--- src/rtl/muldiv_issue_arbiter.sv ---
// Shares one iterative multiply/divide unit between the two issue slots of the dual-issue EX stage.
// Slot 0 (older) is served first; a simultaneous slot 1 request is parked and issued after slot 0 completes.
module muldiv_issue_arbiter #(
    parameter int DATA_WIDTH   = 32,
    parameter int ALU_OP_WIDTH = 5
) (
    input  logic                    clk,
    input  logic                    rst,
    input  logic                    req0_valid,
    input  logic [ALU_OP_WIDTH-1:0] req0_op,
    input  logic [DATA_WIDTH-1:0]   req0_s1,
    input  logic [DATA_WIDTH-1:0]   req0_s2,
    input  logic                    req1_valid,
    input  logic [ALU_OP_WIDTH-1:0] req1_op,
    input  logic [DATA_WIDTH-1:0]   req1_s1,
    input  logic [DATA_WIDTH-1:0]   req1_s2,
    input  logic                    flush,
    output logic                    mdu_start,
    output logic [ALU_OP_WIDTH-1:0] mdu_op,
    output logic [DATA_WIDTH-1:0]   mdu_s1,
    output logic [DATA_WIDTH-1:0]   mdu_s2,
    output logic                    mdu_kill,
    input  logic                    mdu_done,
    input  logic [DATA_WIDTH-1:0]   mdu_result,
    output logic                    res_valid,
    output logic                    res_slot,
    output logic [DATA_WIDTH-1:0]   res_data,
    output logic                    md_stall
);

    typedef enum logic [1:0] {
        IDLE  = 2'd0,
        ISSUE = 2'd1,
        WAIT  = 2'd2
    } state_t;

    state_t                  state_q, state_d;
    logic                    pend_q, pend_d;
    logic                    cur_slot_q, cur_slot_d;
    logic [ALU_OP_WIDTH-1:0] iss_op_q, iss_op_d;
    logic [DATA_WIDTH-1:0]   iss_s1_q, iss_s1_d;
    logic [DATA_WIDTH-1:0]   iss_s2_q, iss_s2_d;
    logic [ALU_OP_WIDTH-1:0] pnd_op_q, pnd_op_d;
    logic [DATA_WIDTH-1:0]   pnd_s1_q, pnd_s1_d;
    logic [DATA_WIDTH-1:0]   pnd_s2_q, pnd_s2_d;

    logic busy;
    logic any_req;

    assign busy    = (state_q != IDLE);
    assign any_req = req0_valid | req1_valid;

    always_comb begin
        state_d    = state_q;
        pend_d     = pend_q;
        cur_slot_d = cur_slot_q;
        iss_op_d   = iss_op_q;
        iss_s1_d   = iss_s1_q;
        iss_s2_d   = iss_s2_q;
        pnd_op_d   = pnd_op_q;
        pnd_s1_d   = pnd_s1_q;
        pnd_s2_d   = pnd_s2_q;

        case (state_q)
            IDLE: begin
                if (any_req) begin
                    state_d    = ISSUE;
                    cur_slot_d = ~req0_valid;
                    if (req0_valid) begin
                        iss_op_d = req0_op;
                        iss_s1_d = req0_s1;
                        iss_s2_d = req0_s2;
                    end else begin
                        iss_op_d = req1_op;
                        iss_s1_d = req1_s1;
                        iss_s2_d = req1_s2;
                    end
                    if (req0_valid && req1_valid) begin
                        pend_d   = 1'b1;
                        pnd_op_d = req1_op;
                        pnd_s1_d = req1_s1;
                        pnd_s2_d = req1_s2;
                    end
                end
            end
            ISSUE: state_d = WAIT;
            WAIT: begin
                if (mdu_done) begin
                    if (pend_q) begin
                        // Parked slot 1 goes out right behind the slot 0 result.
                        state_d    = ISSUE;
                        pend_d     = 1'b0;
                        cur_slot_d = 1'b1;
                        iss_op_d   = pnd_op_q;
                        iss_s1_d   = pnd_s1_q;
                        iss_s2_d   = pnd_s2_q;
                    end else begin
                        state_d = IDLE;
                    end
                end
            end
            default: state_d = IDLE;
        endcase

        if (flush) begin
            state_d    = IDLE;
            pend_d     = 1'b0;
            cur_slot_d = 1'b0;
        end
    end

    always_ff @(posedge clk) begin
        if (rst) begin
            state_q    <= IDLE;
            pend_q     <= 1'b0;
            cur_slot_q <= 1'b0;
            iss_op_q   <= '0;
            iss_s1_q   <= '0;
            iss_s2_q   <= '0;
            pnd_op_q   <= '0;
            pnd_s1_q   <= '0;
            pnd_s2_q   <= '0;
        end else begin
            state_q    <= state_d;
            pend_q     <= pend_d;
            cur_slot_q <= cur_slot_d;
            iss_op_q   <= iss_op_d;
            iss_s1_q   <= iss_s1_d;
            iss_s2_q   <= iss_s2_d;
            pnd_op_q   <= pnd_op_d;
            pnd_s1_q   <= pnd_s1_d;
            pnd_s2_q   <= pnd_s2_d;
        end
    end

    assign mdu_start = (state_q == ISSUE);
    assign mdu_op    = busy ? iss_op_q : '0;
    assign mdu_s1    = busy ? iss_s1_q : '0;
    assign mdu_s2    = busy ? iss_s2_q : '0;
    // rst resets the MDU directly, so only a true flush needs the kill pulse.
    assign mdu_kill  = flush & busy & ~rst;

    assign res_valid = (state_q == WAIT) & mdu_done & ~flush & ~rst;
    assign res_slot  = res_valid & cur_slot_q;
    assign res_data  = res_valid ? mdu_result : '0;

    assign md_stall  = ~flush & ~rst &
                       (((state_q == IDLE) & any_req) |
                        (state_q == ISSUE) |
                        ((state_q == WAIT) & ~(mdu_done & ~pend_q)));

endmodule

--- config.mk ---
export PLATFORM = sky130hd
export DESIGN_NAME = muldiv_issue_arbiter
export DESIGN_NICKNAME = d
export VERILOG_FILES = /design/src/rtl/muldiv_issue_arbiter.sv
export SDC_FILE = /design/constraint.sdc
export NUM_CORES = 1
export LEC_CHECK = 0
export BUFFER_PORTS_ARGS = -buffer_cell sky130_fd_sc_hd__buf_4
export CAP_MARGIN = 25
export CORE_ASPECT_RATIO = 0.9
export CORE_UTILIZATION = 43
export DETAILED_ROUTE_END_ITERATION = 10
export GPL_TIMING_DRIVEN = 0
export HOLD_SLACK_MARGIN = 0.06
export PLACE_DENSITY = 0.72
export SLEW_MARGIN = 20
export SYNTH_ARGS = -nofsm -noshare
export SYNTH_HDL_FRONTEND = slang
export SYNTH_SLANG_ARGS = --single-unit
--- constraint.sdc ---
create_clock -name clk -period 5.1 [get_ports clk]
set_input_delay 1.53 -clock clk [delete_from_list [all_inputs] [get_ports clk]]
set_output_delay 1.53 -clock clk [all_outputs]
set_load 0.005 [all_outputs]
---- After elaboration in Yosys (flattened, before gate mapping) ----
Index checks and enable logic that the tools add are counted.
storage, ports and cells
  register bits ........................... 142
  bits in latches ......................... 0
  bits in writable memories ............... 0
  ROM bits ................................ 0
  bits of input ports ..................... 176
  output and inout port bits .............. 106
  word-level logic and storage cells ...... 74
  memories kept ........................... 0
cells by class
  $add $sub $neg .......................... 0
  $mul .................................... 0
  div/mod/pow operators ................... 0
  magnitude comparators ................... 0
  equal/unequal tests ..................... 6
  shift-type cells ........................ 0
  multiplexer cells ....................... 31
  bitwise gates (word level) .............. 19
  reduce and logical (&&, ||, !) cells .... 9
operators by type and width
  cell                count
  $mux 32             11
  $pmux 32 s2         2
  $mux 5              5
  $and 1x1->1         11
  $pmux 5 s2          1
  $ne 2x2->1 const B  4
  $reduce_and 4->1    2
  $mux 1              7
  $pmux 2 s3          1
  $not 1->1           5
  $mux 2              2
  $pmux 1 s2          2
  $reduce_bool 2->1   2
  $or 1x1->1          3
  $reduce_and 3->1    1
  $eq 2x1->1 const B  1
  $eq 2x2->1 const B  1
  $logic_not 2->1     1
  $reduce_and 2->1    1
  $reduce_or 2->1     1
  $logic_and 1x1->1   1

---- Depth between registers and ports, before layout ----
Gate-level depths: netlist of run 1.
  depth in word-level cells ............... 6
  depth in mapped cells ................... 7
  gate-level depth less buffers ........... 3

---- Worst setup path before layout of run 1 ----
No wires, ideal clock.
  kind .................................... input port to output port
  start ................................... input port rst
  end ..................................... output port res_data[22]
  arrival time ............................ 2.387 ns
  required time ........................... 3.570 ns
  path slack .............................. 1.183 ns
  stages .................................. 4
  path buffers ............................ 2
  cell sequence ........................... buf_2 -> nor4_4 -> buf_2 -> and2_1
on the way
  word-level cells in the longest chain between the ends .. 3
ends and longest elaborated chain
  element        line  source
  from (decl)    8     input logic rst,
  $not 1->1      143   assign res_valid = (state_q == WAIT) & mdu_done & ~flush & ~rst;
  $and 1x1->1    143
  net res_valid  25    output logic res_valid,
  $mux 32        145   assign res_data = res_valid ? mdu_result : '0;
  to (decl)      27    output logic [DATA_WIDTH-1:0] res_data,
The timed path passes the listed nets, and every way through them passes these cells.

---- Worst setup path after layout of run 1 ----
  start ................................... input port rst
  end ..................................... output port res_data[20]
on the way
  word-level cells in the longest chain between the ends .. 3
ends and longest elaborated chain
  element      line
  $not 1->1    143
  $and 1x1->1  143
  $mux 32      145
No other way between the ends.

==> impl_results.md, run 1 <==
* Fillers at 1470
* Share of layout cells above drive strength 1 at about 38%
* Most frequent cells in the layout: 288 x buf_4, 207 x nand2_1, 142 x dfxtp_1
* Vias in the first global route at about 6300
* Critical path peak fanout at 10
* Clock Sinks at between 100 and 150
* Count of cell types in the netlist at 31
* Fmax at around 230 MHz
* Setup Crit Path Kind: primary input to output pin
* N_diodes at 0
* Sequential element share of the synthesized area at between 40% and 50%
* First-pass GRT wire length at 33.0 mm
* WP data required at around 3.6 ns
* IO Pins at 282
* Post-CTS setup repair buffer count at 0
* Minimum clock period at between 4 and 5 ns
* Status: finished clean
* # hold bufs at CTS at 0
* Clock Tree Buf Depth at 2
* Max-slew violations at 0
* Total Nets Final at ~1300
* Inst Count DP at ~1300
* Synthesized flop and latch total at about 140
* Share of the clock period used by the worst path at between 80% and 90%
* Lkg Pwr at roughly 4.7 nW
* Routed vias/inst at between 5 and 6
* Syn Std Cell Area at 7080 um2
* Die X at between 100 and 150 um
* Most common cell after layout, fill and taps aside: buf_4
* Power density over the cells at 280 nW/um2
* Clk Latency, worst-skew pair at approximately 0.42 ns
* CTS tree: yes
* Tot GR Track Use at between 20 and 30%
* Initial Util at a little over two fifths
* Drt pass-1 iters at 5
* Ys Warns at 0
* Cell count after synthesis at 827
* Overflow left after global routing at 0
* Die Area at around 17000 um2
* Hold WC Path Type: flip-flop to flip-flop
* Largest net degree at the start of global routing at 17
* Fin Hold WS at ~0.45 ns
* Vias at roughly 7000
* Syn Nets at approximately 1000
* Clock slew at reported path FFs at 0.06 ns
* Final WL at 22.0 mm
* Avg Cell Area, Syn at between 8 and 9 um2
* Startpoint type of the worst setup path: primary input
* Fin util at between 60% and 70%
* H-tree Lvls at 4
* Clk_skew at around 0.009 ns
* Slew @ Worst Pin at 0.679 ns
* CP Capture Type: output pin
* Root Driver: clkbuf_16
* Residual DRC at 0
* Max IR drop VDD at around 0.23 mV
* Final HPWL DP at ~16 mm
* Row cnt at between 40 and 50
* Crit path arrival time at approximately 2.8 ns
* Initial antenna violation count at 0
* DRT antenna net count at 0
* Final Hold Vio Count at 0
* Iteration-0 DRC Markers at 370
* CTS Buf Count at 17
* RSZ-0062 raised after global routing: false
* Port Buf Inserts at 280
* Final setup vio count at 0
* Cell Count, Final, Fillers Out at 1346
* Power, Total at 2.79 mW
* Setup Total Neg Slack at 0 ns
* WL/cell at roughly 16 um
* RD Place Congestion at slightly above 0.8
* CTS resizes at 0
* Worst slew margin at between 50% and 60%
* Core Area at about 16000 um2
* Die H at 124 um
* Max Cap Viol at 0
* Area Growth Syn to Fin at 40.5%
## metrics by stage
step	cell area (um2)	worst slack, ns
after floorplan	7080	1.18
after detailed placement	9450	0.773
final	9950	0.766
after global routing	9950	0.697
after CTS	9950	0.766
after global placement	9450	0.806
## worst paths after layout
kind                             startpoint      endpoint  slack (ns)  cells past startpoint
worst max-delay path                    rst  res_data[20]        0.77                      5
worst min register to register  pnd_s1_q[0]   pnd_s1_q[0]        0.45                      2
worst min-delay path            pnd_s1_q[0]   pnd_s1_q[0]        0.45                      2
worst max register to register   state_q[1]  iss_s2_q[31]        3.44                      4
## per-layer routing
metal / share of wire, % / vias to the layer above / GRT usage, % / wire [um]
li1: - / 3414 / - / -
met1: 48 / 3144 / 36.4 / 10500
met2: 45 / 216 / 39.2 / 9990
met3: 5.4 / 25 / 4.80 / 1200
met4: 1.6 / 0 / 7.35 / 361
met5: 0 / - / 0 / 0
## cells in the mapped netlist
cell type	n	area share, %
nor4_4	1	0.30
inv_2	1	0.053
buf_4	8	0.85
o21ba_2	1	0.14
and3_1	1	0.088
o21ai_0	2	0.14
and4bb_1	1	0.18
mux2i_1	69	9.7
nor2_1	4	0.21
mux2_2	69	11
and2_1	34	3.0
inv_1	2	0.11
nand2_1	207	11
buf_6	4	0.64
nand4bb_1	1	0.16
o211a_1	2	0.28
o22ai_1	70	6.2
dfxtp_1	142	40
nor2b_1	70	6.2
nand2b_1	1	0.088
nor3b_1	1	0.11
clkbuf_4	1	0.11
clkbuf_1	24	1.3
o2111ai_1	1	0.12
o211ai_2	1	0.18
nor3_1	1	0.071
and3b_1	1	0.12
buf_2	34	2.4
o21a_1	2	0.21
a21oi_1	70	4.9
buf_1	1	0.053
## report_power, final
group / internal (mW) / leakage (nW) / switching, mW
clock network: 0.612 / 0.252 / 0.470
logic: 0.256 / 3.27 / 0.230
registers: 1.19 / 1.17 / 0.0353
## cell type report
| type | count | area (um2) | share of cell area (%) |
|---|---|---|---|
| clock inverter | 13 | 76.3 | 0.767 |
| buffer | 72 | 377 | 3.78 |
| timing repair buffer | 280 | 2100 | 21.1 |
| inverter | 3 | 11.3 | 0.113 |
| sequential | 142 | 2840 | 28.6 |
| multi-input combinational | 610 | 3850 | 38.7 |
| tap | 207 | 259 | 2.60 |
| clock buffer | 19 | 433 | 4.35 |
## state kept, by name (all words and copies together), names as in the netlist
name and flops:
pnd_op_q 5, cur_slot_q 1, state_q 2, pend_q 1, iss_s2_q 32, pnd_s1_q 32, iss_s1_q 32, iss_op_q 5
pnd_s2_q 32
## critical path: stages
cell	delay (ns)
buf_2	0.20
nor4_4	0.46
buf_2	0.28
and2_1	0.19
buf_4	0.13
## cell families (layout without fill, tap and decap cells)
family | count (synthesis) | in the layout | share of synthesized area, %
muxes | 138 | 138 | 20.7
and+or+nand+nor | 323 | 323 | 21.5
AOI/OAI and AO/OA | 149 | 149 | 12.2
DFF | 142 | 142 | 40.1
buffers and inverters | 75 | 387 | 5.48
No activity file was read; power rests on OpenSTA's default activity.
==> inputs of run 2 (changes only) <==
- ABC_AREA: unset -> 1
- PLACE_DENSITY: 0.72 -> 0.71
- clock period: 5.1 -> 4.2 ns (I/O delays scaled with it)
==> run 2 against run 1 <==
Power grew 35%; sequential cell count unchanged; critical path type unchanged; largest power group unchanged; clock power rose by 38%.
==> impl_results.md, run 2 <==
* CTS Buf Count at 17 (unchanged)
* First-pass GRT wire length at 39.4 mm (was 33.0 mm)
* Register area at 2840 um2 (unchanged)
* R2R Path End: iss_s1_q[23] (was iss_s2_q[31])
* Status: finished clean (unchanged)
* WP data required at 2.94 ns (was 3.57 ns)
* Port Buf Inserts at 280 (unchanged)
* Clk Latency, worst-skew pair at 0.42 ns (about the same)
* Final WL at 25.4 mm (was 22.0 mm)
* Area contributors post-synth: dfxtp_1 38%, nand2_1 19%, nor2_1 14% (was dfxtp_1 40%, mux2_2 11%, nand2_1 11%)
* Syn Nets at 1474 (was 1003)
* Row cnt at 45 (was 44)
* Routed vias/inst at 4.74 (was 5.05)
* Final setup vio count at 0 (unchanged)
* Most common cell after layout, fill and taps aside: nand2_1 (was buf_4)
* Die H at 128 um (was 124 um)
* Clock Tree Buf Depth at 2 (unchanged)
* Syn Std Cell Area at 7560 um2 (was 7080 um2)
* Largest area contributor in the netlist: dfxtp_1 (unchanged)
* Share of the clock period used by the worst path at between 90% and 100%
* Fillers at 1722 (was 1470)
* Clock slew at reported path FFs at 0.06 ns (about the same)
* Root Driver: clkbuf_16 (unchanged)
* Largest net degree at the start of global routing at 17 (unchanged)
* Main synth FF type: dfxtp_1 (unchanged)
* Post-synth EDFFs at 0 (unchanged)
* Critical path peak fanout at 10 (unchanged)
* N_diodes at 0 (unchanged)
* Max IR drop VDD at 0.248 mV (was 0.229 mV)
* H-tree Lvls at 4 (unchanged)
* Minimum clock period at 4.03 ns
* Worst slew margin at 50.7% (was 54.6%)
* Slew @ Worst Pin at 0.739 ns (was 0.679 ns)
* Share of layout cells above drive strength 1 at 21.6% (was 37.8%)
* Core Area at 17000 um2 (was 16100 um2)
* R2r worst-path depth at 8 (was 4)
* Ys Warns at 0 (unchanged)
* Most instantiated library cell after synthesis: nand2_1 (unchanged)
* Final HPWL DP at 18.9 mm (was 16.2 mm)
* Count of cell types in the netlist at 19 (was 31)
* Die X at 142 um (was 137 um)
* Residual DRC at 0 (unchanged)
* Fmax at 248 MHz
* Die Area at 18100 um2 (was 17000 um2)
* Lkg Pwr at 5.68 nW (was 4.69 nW)
* Crit path arrival time at 2.77 ns (was 2.80 ns)
* Multi-input logic area at 3630 um2 (was 3850 um2)
* Hold WC Path Type: flip-flop to flip-flop (unchanged)
* Clk_skew at 0.00559 ns (was 0.00915 ns)
* Total Nets Final at 1773 (was 1302)
* DRT antenna net count at 0 (unchanged)
* Final Hold Vio Count at 0 (unchanged)
* Fin Hold WS at 0.465 ns (was 0.453 ns)
* Setup Total Neg Slack at 0 ns (unchanged)
* DP Worst Slack at 0.124 ns (was 0.773 ns)
* Vias at 8739 (was 6799)
* Fin util at 61.9% (was 61.7%)
* Sequential element share of the synthesized area at 37.6% (was 40.1%)
* Placed cell areas at 9950 um2 (was 9450 um2)
* Synthesized flop and latch total at 142 (unchanged)
* RSZ-0062 raised after global routing: false (unchanged)
* Max Cap Viol at 0 (unchanged)
* # hold bufs at CTS at 0 (unchanged)
* Tot GR Track Use at 27.8% (was 25.6%)
* Async set or reset register ratio after synthesis at 0% (unchanged)
* Most frequent cells in the layout: 379 x nand2_1, 290 x buf_4, 290 x nor2_1, 179 x inv_1, 162 x o21ai_0 (was 288 x buf_4, 207 x nand2_1, 142 x dfxtp_1)
* Clock Sinks at 142 (unchanged)
* Iteration-0 DRC Markers at 394 (was 370)
* Area Growth Syn to Fin at 39.4% (was 40.5%)
* Initial Util at 44.4% (was 43.9%)
* Avg Cell Area, Syn at 5.82 um2 (was 8.57 um2)
* Startpoint type of the worst setup path: primary input (unchanged)
* Vias in the first global route at 8081 (was 6302)
* CP startpoint: rst (unchanged)
* Share of the synthesized area in the top cell type at 37.6% (was 40.1%)
* Power density over the cells at 357 nW/um2 (was 280 nW/um2)
* RD Place Congestion at 0.835 (was 0.823)
* Final instance area at 10500 um2 (was 9950 um2)
* WL/cell at 13.8 um (was 16.4 um)
* Setup Crit Path Kind: primary input to output pin (unchanged)
* Reg-to-reg critical path startpoint: state_q[1] (unchanged)
* IO Pins at 282 (unchanged)
* Post-route setup slack at 0.173 ns (was 0.766 ns)
* Drt pass-1 iters at 7 (was 5)
* CTS tree: yes (unchanged)
* Inst Count DP at 1813 (was 1314)
* Max-slew violations at 0 (unchanged)
* Crit path to: res_data[4] (was res_data[20])
* Cell Count, Final, Fillers Out at 1844 (was 1346)
* Reg-to-reg slack, setup at 2.16 ns (was 3.44 ns)
* Cell count after synthesis at 1298 (was 827)
* Power, Total at 3.76 mW (was 2.79 mW)
* Overflow left after global routing at 0 (unchanged)
* Initial antenna violation count at 1 (was 0)
* CP Capture Type: output pin (unchanged)
* Synth cell count leaders: 379 x nand2_1, 290 x nor2_1, 179 x inv_1 (was 207 x nand2_1, 142 x dfxtp_1, 70 x a21oi_1, 70 x nor2b_1, 70 x o22ai_1)
==> run 2: kinds of logic (layout without fill, tap and decap cells) <==
family	after synthesis	after routing	share of synthesized area, %
AO/OA/AOI/OAI	213	213	14.1
AND/OR/NAND/NOR	677	677	34.0
flip-flops	142	142	37.6
buffers and inverters	266	577	14.3
==> run 2: timing repair <==
| item | 4_1_cts | 5_1_grt |
|---|---|---|
| resized for setup | 0 | 2 |
| buffers inserted | 0 | 0 |
| endpoints found under the hold margin | 0 | 0 |
| setup endpoints to repair | 0 | 3 |
==> run 2: layout make-up <==
| class | count | share of cell area (%) |
|---|---|---|
| plain buffers | 85 | 3.84 |
| clock buffers | 25 | 4.70 |
| clock inverters | 6 | 0.784 |
| inverters | 181 | 6.45 |
| multi-input cells | 890 | 34.5 |
| flip-flops and latches | 142 | 27.0 |
| well taps | 235 | 2.79 |
| repair buffers | 280 | 20.0 |
==> run 2: worst max-delay path, cell delays in order <==
cell      delay [ns]
buf_4           0.12
nor2_1          0.22
inv_1           0.13
nor3_1          0.23
inv_1           0.20
clkbuf_2        0.23
nor2_1          0.22
buf_4           0.15
==> run 2: routing by layer <==
| layer | routed length (um) | vias up | share of wire (%) | global-route usage, % |
|---|---|---|---|---|
| met2 | 12300 | 316 | 48 | 49.0 |
| li1 | - | 4476 | - | - |
| met1 | 10800 | 3896 | 42 | 32.9 |
| met3 | 1670 | 49 | 6.6 | 6.31 |
| met4 | 697 | 2 | 2.7 | 10.3 |
| met5 | 9 | - | 0.035 | 0 |
==> run 2: power by group <==
part	switching, mW	total (mW)	internal [mW]
registers	0.0409	1.52	1.47
logic	0.441	0.761	0.320
clock network	0.554	1.49	0.931
total	1.04	3.76	2.73
==> run 2: worst min-delay path by stage <==
stage                 from  endpoint  slack (ns)  depth (start not counted)
floorplan           pend_q    pend_q        0.44                          2
global placement    pend_q    pend_q        0.45                          2
detailed placement  pend_q    pend_q        0.46                          2
CTS                 pend_q    pend_q        0.47                          2
global route        pend_q    pend_q        0.49                          2
finish              pend_q    pend_q        0.47                          2
